==> config.mk <==
export PLATFORM = sky130hd
export DESIGN_NAME = lc3_mem_arb
export DESIGN_NICKNAME = d
export VERILOG_FILES = /design/src/rtl/lc3_mem_arb.sv
export SDC_FILE = /design/constraint.sdc
export NUM_CORES = 1
export LEC_CHECK = 0
export BUFFER_PORTS_ARGS = -buffer_cell sky130_fd_sc_hd__buf_4
export CAP_MARGIN = 20
export CORE_MARGIN = 2
export CORE_UTILIZATION = 45
export CTS_BUF_LIST = sky130_fd_sc_hd__clkbuf_4 sky130_fd_sc_hd__clkbuf_8 sky130_fd_sc_hd__clkbuf_16
export DETAILED_ROUTE_END_ITERATION = 16
export PLACE_DENSITY = 0.8
export REMOVE_ABC_BUFFERS = 1
export SYNTH_ARGS = -nofsm -noshare
export SYNTH_HDL_FRONTEND = slang
export SYNTH_SLANG_ARGS = --single-unit
==> constraint.sdc <==
create_clock -name clk -period 4.4 [get_ports clk]
set_clock_uncertainty 0.15 [all_clocks]
set_input_delay 1.32 -clock clk [delete_from_list [all_inputs] [get_ports clk]]
set_output_delay 1.32 -clock clk [all_outputs]
set_load 0.1 [all_outputs]
==> src/rtl/lc3_mem_arb.sv <==
// lc3_mem_arb
// Shares the LC3's single-port RAM between the core (requester 0) and the
// debug/program loader (requester 1). One access is accepted per cycle. The
// accepted access is presented to the RAM from registers on the following
// cycle. Read data is routed back to whichever requester issued the read.
//
// Ports
//   clk, rst_n                  clock, asynchronous active-low reset
//   reqN_valid/we/addr/wdata    access request from requester N
//   reqN_gnt                    request accepted this cycle (combinational)
//   reqN_rvalid/rdata           read data return to requester N
//   req1_lock                   loader asks for back-to-back grants
//   mem_en/we/mem_addr/ram_data registered RAM command
//   mem_data                    RAM read data, RD_LAT cycles after mem_en
module lc3_mem_arb #(
    parameter int RD_LAT   = 1,
    parameter int MAX_LOCK = 8
) (
    input  logic        clk,
    input  logic        rst_n,
    input  logic        req0_valid,
    input  logic        req0_we,
    input  logic [15:0] req0_addr,
    input  logic [15:0] req0_wdata,
    output logic        req0_gnt,
    output logic        req0_rvalid,
    output logic [15:0] req0_rdata,
    input  logic        req1_valid,
    input  logic        req1_we,
    input  logic [15:0] req1_addr,
    input  logic [15:0] req1_wdata,
    input  logic        req1_lock,
    output logic        req1_gnt,
    output logic        req1_rvalid,
    output logic [15:0] req1_rdata,
    output logic        mem_en,
    output logic        we,
    output logic [15:0] mem_addr,
    output logic [15:0] ram_data,
    input  logic [15:0] mem_data
);

    // last = 1 means requester 1 was granted most recently
    logic              last;
    logic [7:0]        lock_cnt;
    logic              lock_won;
    logic              limit_hit;
    logic              issue_own;
    logic [RD_LAT-1:0] pipe_vld;
    logic [RD_LAT-1:0] pipe_own;

    assign lock_won  = req1_lock && req1_valid;
    assign limit_hit = lock_won && req0_valid && (lock_cnt == 8'(MAX_LOCK));

    // Grant selection: lock beats round-robin until the core has waited
    // through MAX_LOCK lock-won grants, then the core gets one slot.
    always_comb begin
        req0_gnt = 1'b0;
        req1_gnt = 1'b0;
        if (req0_valid && req1_valid) begin
            if (lock_won) begin
                req0_gnt = limit_hit;
                req1_gnt = !limit_hit;
            end else begin
                req0_gnt = last;
                req1_gnt = !last;
            end
        end else begin
            req0_gnt = req0_valid;
            req1_gnt = req1_valid;
        end
    end

    // Round-robin pointer and lock counter. Only grants to 1 that actually
    // made the core wait are counted, so an uncontended burst never expires.
    always_ff @(posedge clk or negedge rst_n) begin
        if (!rst_n) begin
            last     <= 1'b1;
            lock_cnt <= 8'd0;
        end else begin
            if (req0_gnt) begin
                last <= 1'b0;
            end else if (req1_gnt) begin
                last <= 1'b1;
            end
            if (req0_gnt || !req1_lock) begin
                lock_cnt <= 8'd0;
            end else if (req1_gnt && lock_won && req0_valid) begin
                lock_cnt <= lock_cnt + 8'd1;
            end
        end
    end

    // RAM command register; address and data hold when idle
    always_ff @(posedge clk or negedge rst_n) begin
        if (!rst_n) begin
            mem_en    <= 1'b0;
            we        <= 1'b0;
            mem_addr  <= 16'h0000;
            ram_data  <= 16'h0000;
            issue_own <= 1'b0;
        end else if (req0_gnt || req1_gnt) begin
            mem_en    <= 1'b1;
            we        <= req1_gnt ? req1_we    : req0_we;
            mem_addr  <= req1_gnt ? req1_addr  : req0_addr;
            ram_data  <= req1_gnt ? req1_wdata : req0_wdata;
            issue_own <= req1_gnt;
        end else begin
            mem_en <= 1'b0;
            we     <= 1'b0;
        end
    end

    // Read tracking pipe: entry 0 is loaded from the read currently on the
    // RAM bus, so the last entry lines up with mem_data RD_LAT cycles later.
    always_ff @(posedge clk or negedge rst_n) begin
        if (!rst_n) begin
            pipe_vld <= '0;
            pipe_own <= '0;
        end else begin
            pipe_vld[0] <= mem_en && !we;
            pipe_own[0] <= issue_own;
            for (int i = 1; i < RD_LAT; i++) begin
                pipe_vld[i] <= pipe_vld[i-1];
                pipe_own[i] <= pipe_own[i-1];
            end
        end
    end

    assign req0_rvalid = pipe_vld[RD_LAT-1] && !pipe_own[RD_LAT-1];
    assign req1_rvalid = pipe_vld[RD_LAT-1] &&  pipe_own[RD_LAT-1];
    assign req0_rdata  = mem_data;
    assign req1_rdata  = mem_data;

endmodule
==> results of run 1 <==
==> registers in the layout, summed over array words and instances, names as in the netlist <==
signal	cells
ram_data	16
we	1
issue_own	1
mem_en	1
last	1
pipe_own	1
lock_cnt	8
pipe_vld	1
mem_addr	16
==> power groups by stage <==
stage	logic [mW]	clock network [mW]	registers (mW)
final	0.579	0.300	0.491
after global routing	0.604	0.321	0.495
after CTS	0.581	0.307	0.491
after detailed placement	0.581	0	0.497
after global placement	0.572	0	0.497
after floorplan	0.135	0	0.759
==> through the flow <==
step / instance area [um^2] / hold slack [ns]
finish: 3588 / 0.2315
global route: 3588 / 0.2479
CTS: 3588 / 0.2392
detailed placement: 3478 / 0.2239
global placement: 3478 / 0.2061
floorplan: 2531 / 0.2039
==> per-layer routing <==
layer	up-vias	global-route usage [%]
met5	-	5.594
met4	2	8.081
met3	17	8.850
met2	137	34.65
met1	1286	31.53
li1	1199	-
==> layout by cell type (no fill, tap or decap), types with 2 or more instances in the layout <==
cell type,n
inv_1,3
a21boi_0,4
buf_4,113
xnor2_1,3
nand4_1,2
nor3_1,2
o22ai_1,33
a221o_1,28
ha_1,2
xor2_1,2
clkbuf_8,8
nand2_1,6
a221o_2,4
dfrtp_1,45
nor2b_1,4
nand3_1,5
mux2i_1,32
o21ai_0,2
nor2_1,9
a21oi_1,35
==> path summary, 6_finish.rpt <==
path | startpoint | endpoint | slack, ns | cells after the start
max in group asynchronous | rst_n | mem_addr[10]$_DFFE_PN0P_ | 2.84 | 1
worst min register to register | issue_own$_DFFE_PN0P_ | pipe_own$_DFF_PN0_ | 0.23 | 0
worst max register to register | lock_cnt[0]$_DFFE_PN0P_ | ram_data[2]$_DFFE_PN0P_ | 2.23 | 7
min in group asynchronous | rst_n | mem_addr[7]$_DFFE_PN0P_ | 0.86 | 1
worst min-delay path | issue_own$_DFFE_PN0P_ | pipe_own$_DFF_PN0_ | 0.23 | 0
worst max-delay path | req1_lock | req0_gnt | 0.69 | 5
==> area by class of cell <==
cell class	instances	area (um^2)	area share, %
Inverter	3	11.26	0.3138
Tap cell	77	96.34	2.685
Timing Repair Buffer	113	848.3	23.64
Multi-Input combinational cell	184	1370	38.18
Sequential cell	46	1152	32.11
Clock buffer	8	110.1	3.068
==> critical path, cell delays in order <==
cell      delay, ns
buf_4          0.14
nand2b_1       0.15
and3_1         0.19
nor2_1         0.12
buf_4          0.31
==> cells by family after synthesis <==
logic type	count (synthesis)	share of synthesized area [%]
compound gates	106	25.49
xor+xnor	5	1.495
fa+ha+maj	2	0.8538
buf+inv	64	14.00
flops	46	39.33
mux	32	10.93
simple gates	39	7.900
==> impl_metrics.py, run 1 <==
metrics = {
    "final_layout": {
        "final_util_pct": 56.84,
        "finalNonFillerCells": 431,
        "final_nets": 442,
        "fillers": 583,
        "syn2layout_area_growth_pct": 22.46,
        "drive_gt1_share_pct": 37.29,
        "antenna_cells": 0,
    },
    "synth": {
        "synth-edff-count": 0,
        "synth_seq_cells": 46,
        "yosys_warnings": 0,
        "synthTopCellsByArea": "dfrtp_1 38%, mux2i_1 11%, a221o_1 9.6%",
        "synthTopCellsByCount": "45 x dfrtp_1, 35 x a21oi_1, 33 x o22ai_1",
        "post-synth-top-count-cell": "dfrtp_1",
        "synth-main-ff-cell": "dfrtp_1",
        "synthDistinctLibCells": 36,
        "synthCells": 294,
        "async_flop_share_pct": 100.0,
        "syn_area_mm2": 0.002930,
        "syn_avg_cell_area_um2": 9.967,
        "yosysTopAreaCellShare_pct": 38.43,
        "yosysTopAreaCell": "dfrtp_1",
        "ys_seq_area_share_pct": 39.33,
    },
    "place": {
        "dp_cells": 423,
        "gp_congestion": 0.7826,
        "dpl.hpwl_um": 5764,
        "io_buffers": 108,
        "pre_cts_ws_ns": 0.6932,
    },
    "clock_tree": {
        "cts_root_buf": "clkbuf_8",
        "path_clk_slew_ns": 0.08,
        "clk_latency_ns": 0.30,
        "cts_buffer_depth": 2,
        "postCtsResizedCells": 0,
        "cts_setup_buffers": 0,
        "cts.sinks": 46,
        "h-tree-depth": 2,
        "cts_tree": "yes",
        "numCtsBuffers": 5,
        "holdBufCountCts": 0,
    },
    "floorplanning": {
        "row_count": 29,
        "io_pins": 157,
        "core-area_mm2": 0.006314,
        "dieArea_mm2": 0.007173,
        "initial_utilization_pct": 46.41,
        "die_w_um": 84.70,
        "die_h_um": 84.70,
    },
    "pwr": {
        "p_int_mw": 0.7846,
        "ir_drop_mv": 0.2246,
        "power_frac_comb_pct": 42.2,
        "power_density_mw_per_mm2": 381.8,
        "total_power_mw": 1.370,
        "p_clk_share_pct": 21.9,
        "power_frac_seq_pct": 35.9,
        "p_sw_mw": 0.5853,
        "p_sw_share_pct": 42.73,
        "p_leak_nw": 1.652,
    },
    "setup_path": {
        "critPathLaunchType": "primary input",
        "critical_path.max_fanout": 10,
        "arrival_ns": 2.24,
        "worstPathRequired_ns": 2.93,
        "worstSetupPathType": "in2out",
        "crit_path_end_kind": "output port",
    },
    "global_route": {
        "grtUsageTotal_pct": 23.54,
        "grt_max_degree": 47,
        "antenna_found_initial": 0,
        "grt_first_pass_wirelength_um": 13430,
        "grt_pass1_vias": 2597,
        "overflow": 0,
    },
    "timing": {
        "finalCritPeriodShare_pct": 84.31,
        "worst_slack_ns": 0.6905,
        "worst_pin_slew_ns": 0.7087,
        "fin_crit_ns": 3.709,
        "hold_viol_final": 0,
        "fmax_ghz": 0.2696,
        "relSlewSlack_pct": 52.75,
        "setup_viol": 0,
        "drv_slew": 0,
        "setup_tns_ns": 0,
        "rsz0062_at_grt": "no",
    },
    "drt": {
        "drt-met1-wl_um": 3677,
        "drt.antenna.violating_nets": 0,
        "wirelength_um": 8458,
        "drt_first_pass_iters": 5,
        "wl_met3_um": 737,
        "initialDrtViolationCount": 150,
        "viasPerCell": 6.128,
        "drcViolationCount": 0,
        "via_count": 2641,
        "wl_met2_um": 3828,
        "post_drt_wl_per_cell_um": 19.62,
        "top_layer_used": "met5",
    },
    "run": {
        "cap_violations": 0,
    },
    "run_status": {
        "status": "finished, final reports clean",
    },
    "min_path": {
        "hold_path.class": "reg2reg",
    },
}
No activity file was read; power rests on OpenSTA's default activity.
==> run 2, diff against run 1 <==
Settings changed: CORE_UTILIZATION 45 to 41, PLACE_DENSITY 0.8 to 0.77.
Clock period 4.4 ns to 2.98 ns, I/O delays scaled along.
==> run 2 against run 1 <==
Core utilization is 2.5 points lower. Global-route usage is 0.65 points lower. Die area grew 9.3%. Combinational power is 51% higher. First-iteration DRC count increased by 24%. Non-clock buffer count grew 6. Final cell count grew 5.8%. Hold slack improved by 0.0046 ns. Clock power grew 60%. Total power is 52% higher. Count of clock-buffer cells in the layout decreased by 3. Sequential power is 48% higher. Critical path type is now reg2out. Largest power group unchanged.
==> impl_metrics.py, run 2 (synthesized netlist as in run 1, its figures left out) <==
metrics = {
    "run_status": {
        "status": "finished, final reports clean",
    },
    "timing": {
        "fmax_ghz": 0.3486,
        "setup_tns_ns": 0,
        "worst_pin_slew_ns": 0.6983,
        "drv_slew": 0,
        "fin_crit_ns": 2.869,
        "hold_viol_final": 0,
        "setup_viol": 0,
        "finalCritPeriodShare_pct": 96.27,
        "relSlewSlack_pct": 53.44,
    },
    "setup_path": {
        "worstPathRequired_ns": 1.94,
        "arrival_ns": 1.82,
        "worstSetupPathType": "reg2out",
        "crit_path_end_kind": "output port",
        "critPathLaunchType": "flop",
        "critical_path.max_fanout": 4,
    },
    "floorplanning": {
        "die_w_um": 88.54,
        "row_count": 30,
        "io_pins": 157,
        "dieArea_mm2": 0.007839,
        "die_h_um": 88.54,
        "initial_utilization_pct": 42.66,
        "core-area_mm2": 0.006869,
    },
    "global_route": {
        "antenna_found_initial": 0,
        "overflow": 0,
        "grtUsageTotal_pct": 22.89,
        "grt_max_degree": 47,
        "grt_first_pass_wirelength_um": 13620,
        "grt_pass1_vias": 2693,
    },
    "clock_tree": {
        "numCtsBuffers": 5,
        "h-tree-depth": 2,
        "path_clk_slew_ns": 0.09,
        "cts_buffer_depth": 2,
        "holdBufCountCts": 0,
        "cts.sinks": 46,
        "cts_tree": "yes",
        "clk_latency_ns": 0.30,
        "cts_root_buf": "clkbuf_8",
    },
    "final_layout": {
        "final_nets": 448,
        "layout_commonest_cell": "buf_4",
        "syn2layout_area_growth_pct": 27.33,
        "drive_gt1_share_pct": 40.00,
        "antenna_cells": 0,
        "final_util_pct": 54.32,
        "layout.area.seq_mm2": 0.001152,
        "fillers": 628,
        "largestRegisters": "mem_addr x16, ram_data x16, lock_cnt x8",
        "final_cell_mix": "116 x buf_4, 45 x dfrtp_1, 34 x a21oi_1",
        "multi_input_area_mm2": 0.001404,
    },
    "pwr": {
        "p_leak_nw": 1.696,
        "power_density_mw_per_mm2": 556.9,
        "ir_drop_mv": 0.2455,
        "total_power_mw": 2.078,
    },
    "run": {
        "cap_violations": 0,
    },
    "place": {
        "gp_congestion": 0.8460,
        "io_buffers": 108,
        "dpl.hpwl_um": 6228,
    },
    "drt": {
        "via_count": 2720,
        "initialDrtViolationCount": 186,
        "post_drt_wl_per_cell_um": 19.84,
        "drt.antenna.violating_nets": 0,
        "drt_first_pass_iters": 4,
        "wirelength_um": 9045,
        "drcViolationCount": 0,
        "viasPerCell": 5.965,
    },
    "min_path": {
        "hold_path.class": "reg2reg",
    },
}
[run 2: final timing paths]
path	endpoint	slack [ns]	cells after the start	start
hold reg to reg	pipe_own$_DFF_PN0_	0.24	0	issue_own$_DFFE_PN0P_
setup / recovery	req0_gnt	0.11	7	lock_cnt[0]$_DFFE_PN0P_
setup reg to reg	ram_data[4]$_DFFE_PN0P_	0.84	7	lock_cnt[0]$_DFFE_PN0P_
max in group asynchronous	ram_data[10]$_DFFE_PN0P_	1.85	1	rst_n
hold / removal	pipe_own$_DFF_PN0_	0.24	0	issue_own$_DFFE_PN0P_
min in group asynchronous	mem_addr[3]$_DFFE_PN0P_	0.44	1	rst_n
[run 2: per-layer routing]
metal	track usage [%]	vias to the layer above	part of all wire, %
met5	5.844	-	0.63
met4	7.300	2	1.3
met3	9.608	11	10
met2	33.90	154	46
met1	29.97	1342	42
li1	-	1211	-
[run 2: layout make-up]
cell class / instances / area share (%)
multi-input cells: 184 / 37.63
flip-flops and latches: 46 / 30.89
repair buffers: 119 / 24.95
well taps: 96 / 3.219
clock buffers: 5 / 1.844
clock inverters: 3 / 1.174
inverters: 3 / 0.3018
[run 2: where the power goes]
part	total (mW)	switching [mW]	internal (mW)
clock network	0.480	0.228	0.252
logic	0.873	0.621	0.251
registers	0.725	0.0409	0.685
[run 2: repair_timing]
| item | in CTS | in global routing |
|---|---|---|
| endpoints found under the setup margin | 1 | 2 |
| pin swaps | 0 | 2 |
| resized for setup | 2 | 9 |
| buffers inserted | 0 | 1 |
[run 2: stage by stage]
| stage | cell area [um^2] | hold WS [ns] | setup slack, ns | cells |
|---|---|---|---|---|
| 2_1_floorplan | 2531 | 0.2039 | -1.070 | 233 |
| 3_3_place_gp | 3565 | 0.2141 | 0.1373 | 447 |
| 3_5_place_dp | 3565 | 0.2155 | 0.1407 | 447 |
| 4_1_cts | 3684 | 0.2363 | 0.04117 | 455 |
| 5_1_grt | 3731 | 0.2485 | -0.003611 | 456 |
| 6_report | 3731 | 0.2361 | 0.1111 | 456 |
[run 2: critical path, cell delays in order (launching register included)]
cell,delay (ns)
dfrtp_1,0.43
inv_2,0.10
ha_4,0.12
nor4b_4,0.23
nand3_2,0.13
and3_4,0.20
nor2_4,0.13
buf_12,0.18
==> run 3, diff against run 2 <==
Settings changed: ABC_AREA set to 0, REMOVE_ABC_BUFFERS 1 to not set.
==> run 3 against run 2 <==
Combinational power barely moved. Sequential share of layout area up 0.12 points. Wire length decreased by 12%. Flip-flop and latch count unchanged. Worst setup slack improved by 0.0099 ns. Cell area decreased by 0.40%. Total power is 3.8% lower. Global-route usage down 2.1 points. Hold slack worse by 0.0017 ns. Count of clock-buffer cells in the layout did not move. Clock power shrank 16%.
==> impl_metrics.py, run 3 (synthesized netlist as in run 1, its figures left out) <==
metrics = {
    "pwr": {
        "total_power_mw": 1.998,
        "p_leak_nw": 1.695,
        "power_density_mw_per_mm2": 537.6,
        "ir_drop_mv": 0.2285,
    },
    "floorplanning": {
        "die_h_um": 88.54,
        "die_w_um": 88.54,
        "core-area_mm2": 0.006869,
        "io_pins": 157,
        "initial_utilization_pct": 42.66,
        "dieArea_mm2": 0.007839,
        "row_count": 30,
    },
    "drt": {
        "viasPerCell": 5.742,
        "drt.antenna.violating_nets": 0,
        "initialDrtViolationCount": 165,
        "via_count": 2630,
        "drt_first_pass_iters": 4,
        "drcViolationCount": 0,
        "post_drt_wl_per_cell_um": 17.38,
        "wirelength_um": 7958,
    },
    "clock_tree": {
        "clk_latency_ns": 0.31,
        "cts.sinks": 46,
        "numCtsBuffers": 5,
        "holdBufCountCts": 0,
        "cts_root_buf": "clkbuf_8",
        "cts_buffer_depth": 2,
        "path_clk_slew_ns": 0.10,
        "cts_tree": "yes",
        "h-tree-depth": 2,
    },
    "final_layout": {
        "final_nets": 450,
        "antenna_cells": 0,
        "final_util_pct": 54.10,
        "fillers": 670,
        "syn2layout_area_growth_pct": 26.81,
        "drive_gt1_share_pct": 40.61,
        "final_cell_mix": "119 x buf_4, 45 x dfrtp_1, 34 x a21oi_1",
        "layout_commonest_cell": "buf_4",
        "largestRegisters": "mem_addr x16, ram_data x16, lock_cnt x8",
        "multi_input_area_mm2": 0.001406,
        "layout.area.seq_mm2": 0.001152,
    },
    "setup_path": {
        "crit_path_end_kind": "output port",
        "arrival_ns": 1.82,
        "critPathLaunchType": "flop",
        "critical_path.max_fanout": 4,
        "worstSetupPathType": "reg2out",
        "worstPathRequired_ns": 1.94,
    },
    "place": {
        "gp_congestion": 0.8276,
        "pre_cts_ws_ns": 0.1754,
        "dpl.hpwl_um": 5215,
        "io_buffers": 108,
    },
    "global_route": {
        "grtUsageTotal_pct": 20.76,
        "overflow": 0,
        "grt_first_pass_wirelength_um": 12780,
        "antenna_found_initial": 0,
        "grt_pass1_vias": 2625,
        "grt_max_degree": 47,
    },
    "timing": {
        "worst_slack_ns": 0.1210,
        "drv_slew": 0,
        "setup_viol": 0,
        "fmax_ghz": 0.3498,
        "hold_viol_final": 0,
        "fin_crit_ns": 2.859,
        "setup_tns_ns": 0,
        "finalCritPeriodShare_pct": 95.94,
        "relSlewSlack_pct": 54.46,
        "worst_pin_slew_ns": 0.6830,
    },
    "synth": {
        "syn_nets": 383,
    },
    "run": {
        "cap_violations": 0,
    },
    "run_status": {
        "status": "finished, final reports clean",
    },
    "min_path": {
        "hold_path.class": "reg2reg",
    },
}
[run 3: stage by stage]
| step | cell area, um^2 | std cells | hold WS [ns] |
|---|---|---|---|
| 5_1_grt | 3716 | 458 | 0.2445 |
| 3_5_place_dp | 3580 | 447 | 0.2115 |
| 2_1_floorplan | 2969 | 294 | 0.2039 |
| 4_1_cts | 3672 | 455 | 0.2346 |
| 3_3_place_gp | 3580 | 447 | 0.2073 |
| 6_report | 3716 | 458 | 0.2343 |
[run 3: cell type report]
class | count | area share, %
multi-input cells | 184 | 37.85
flip-flops and latches | 46 | 31.01
repair buffers | 121 | 25.12
well taps | 96 | 3.232
clock buffers | 5 | 1.852
clock inverters | 3 | 0.6397
inverters | 3 | 0.3030
[run 3: worst paths after layout]
kind	startpoint	end	slack, ns	cells after the start
worst max-delay path	lock_cnt[0]$_DFFE_PN0P_	req1_gnt	0.12	7
worst min-delay path	issue_own$_DFFE_PN0P_	pipe_own$_DFF_PN0_	0.23	0
worst max register to register	lock_cnt[0]$_DFFE_PN0P_	ram_data[4]$_DFFE_PN0P_	0.83	7
worst min register to register	issue_own$_DFFE_PN0P_	pipe_own$_DFF_PN0_	0.23	0
max in group asynchronous	rst_n	mem_addr[4]$_DFFE_PN0P_	1.83	1
min in group asynchronous	rst_n	pipe_vld$_DFF_PN0_	0.43	1
[run 3: per-layer routing]
layer / vias up / global-route usage [%] / routed length [um]
met5: - / 0 / 0
met4: 0 / 6.474 / 146
met3: 19 / 4.198 / 531
met2: 105 / 36.50 / 3941
met1: 1284 / 25.63 / 3339
li1: 1222 / - / -
[run 3: worst max-delay path, stage by stage, from the launching register on]
cell and delay (ns):
dfrtp_1 0.43, inv_2 0.08, ha_1 0.14, nor4b_4 0.24, nand3_2 0.12, a21oi_2 0.22
nor2b_4 0.05, buf_4 0.23
[run 3: what timing repair did]
item | CTS | global route
resized for setup | 0 | 6
buffers inserted | 0 | 3
endpoints found under the setup margin | 0 | 2
[run 3: where the power goes]
group	switching (mW)	internal, mW
registers	0.0406	0.685
clock network	0.234	0.168
logic	0.619	0.252
total	0.894	1.10
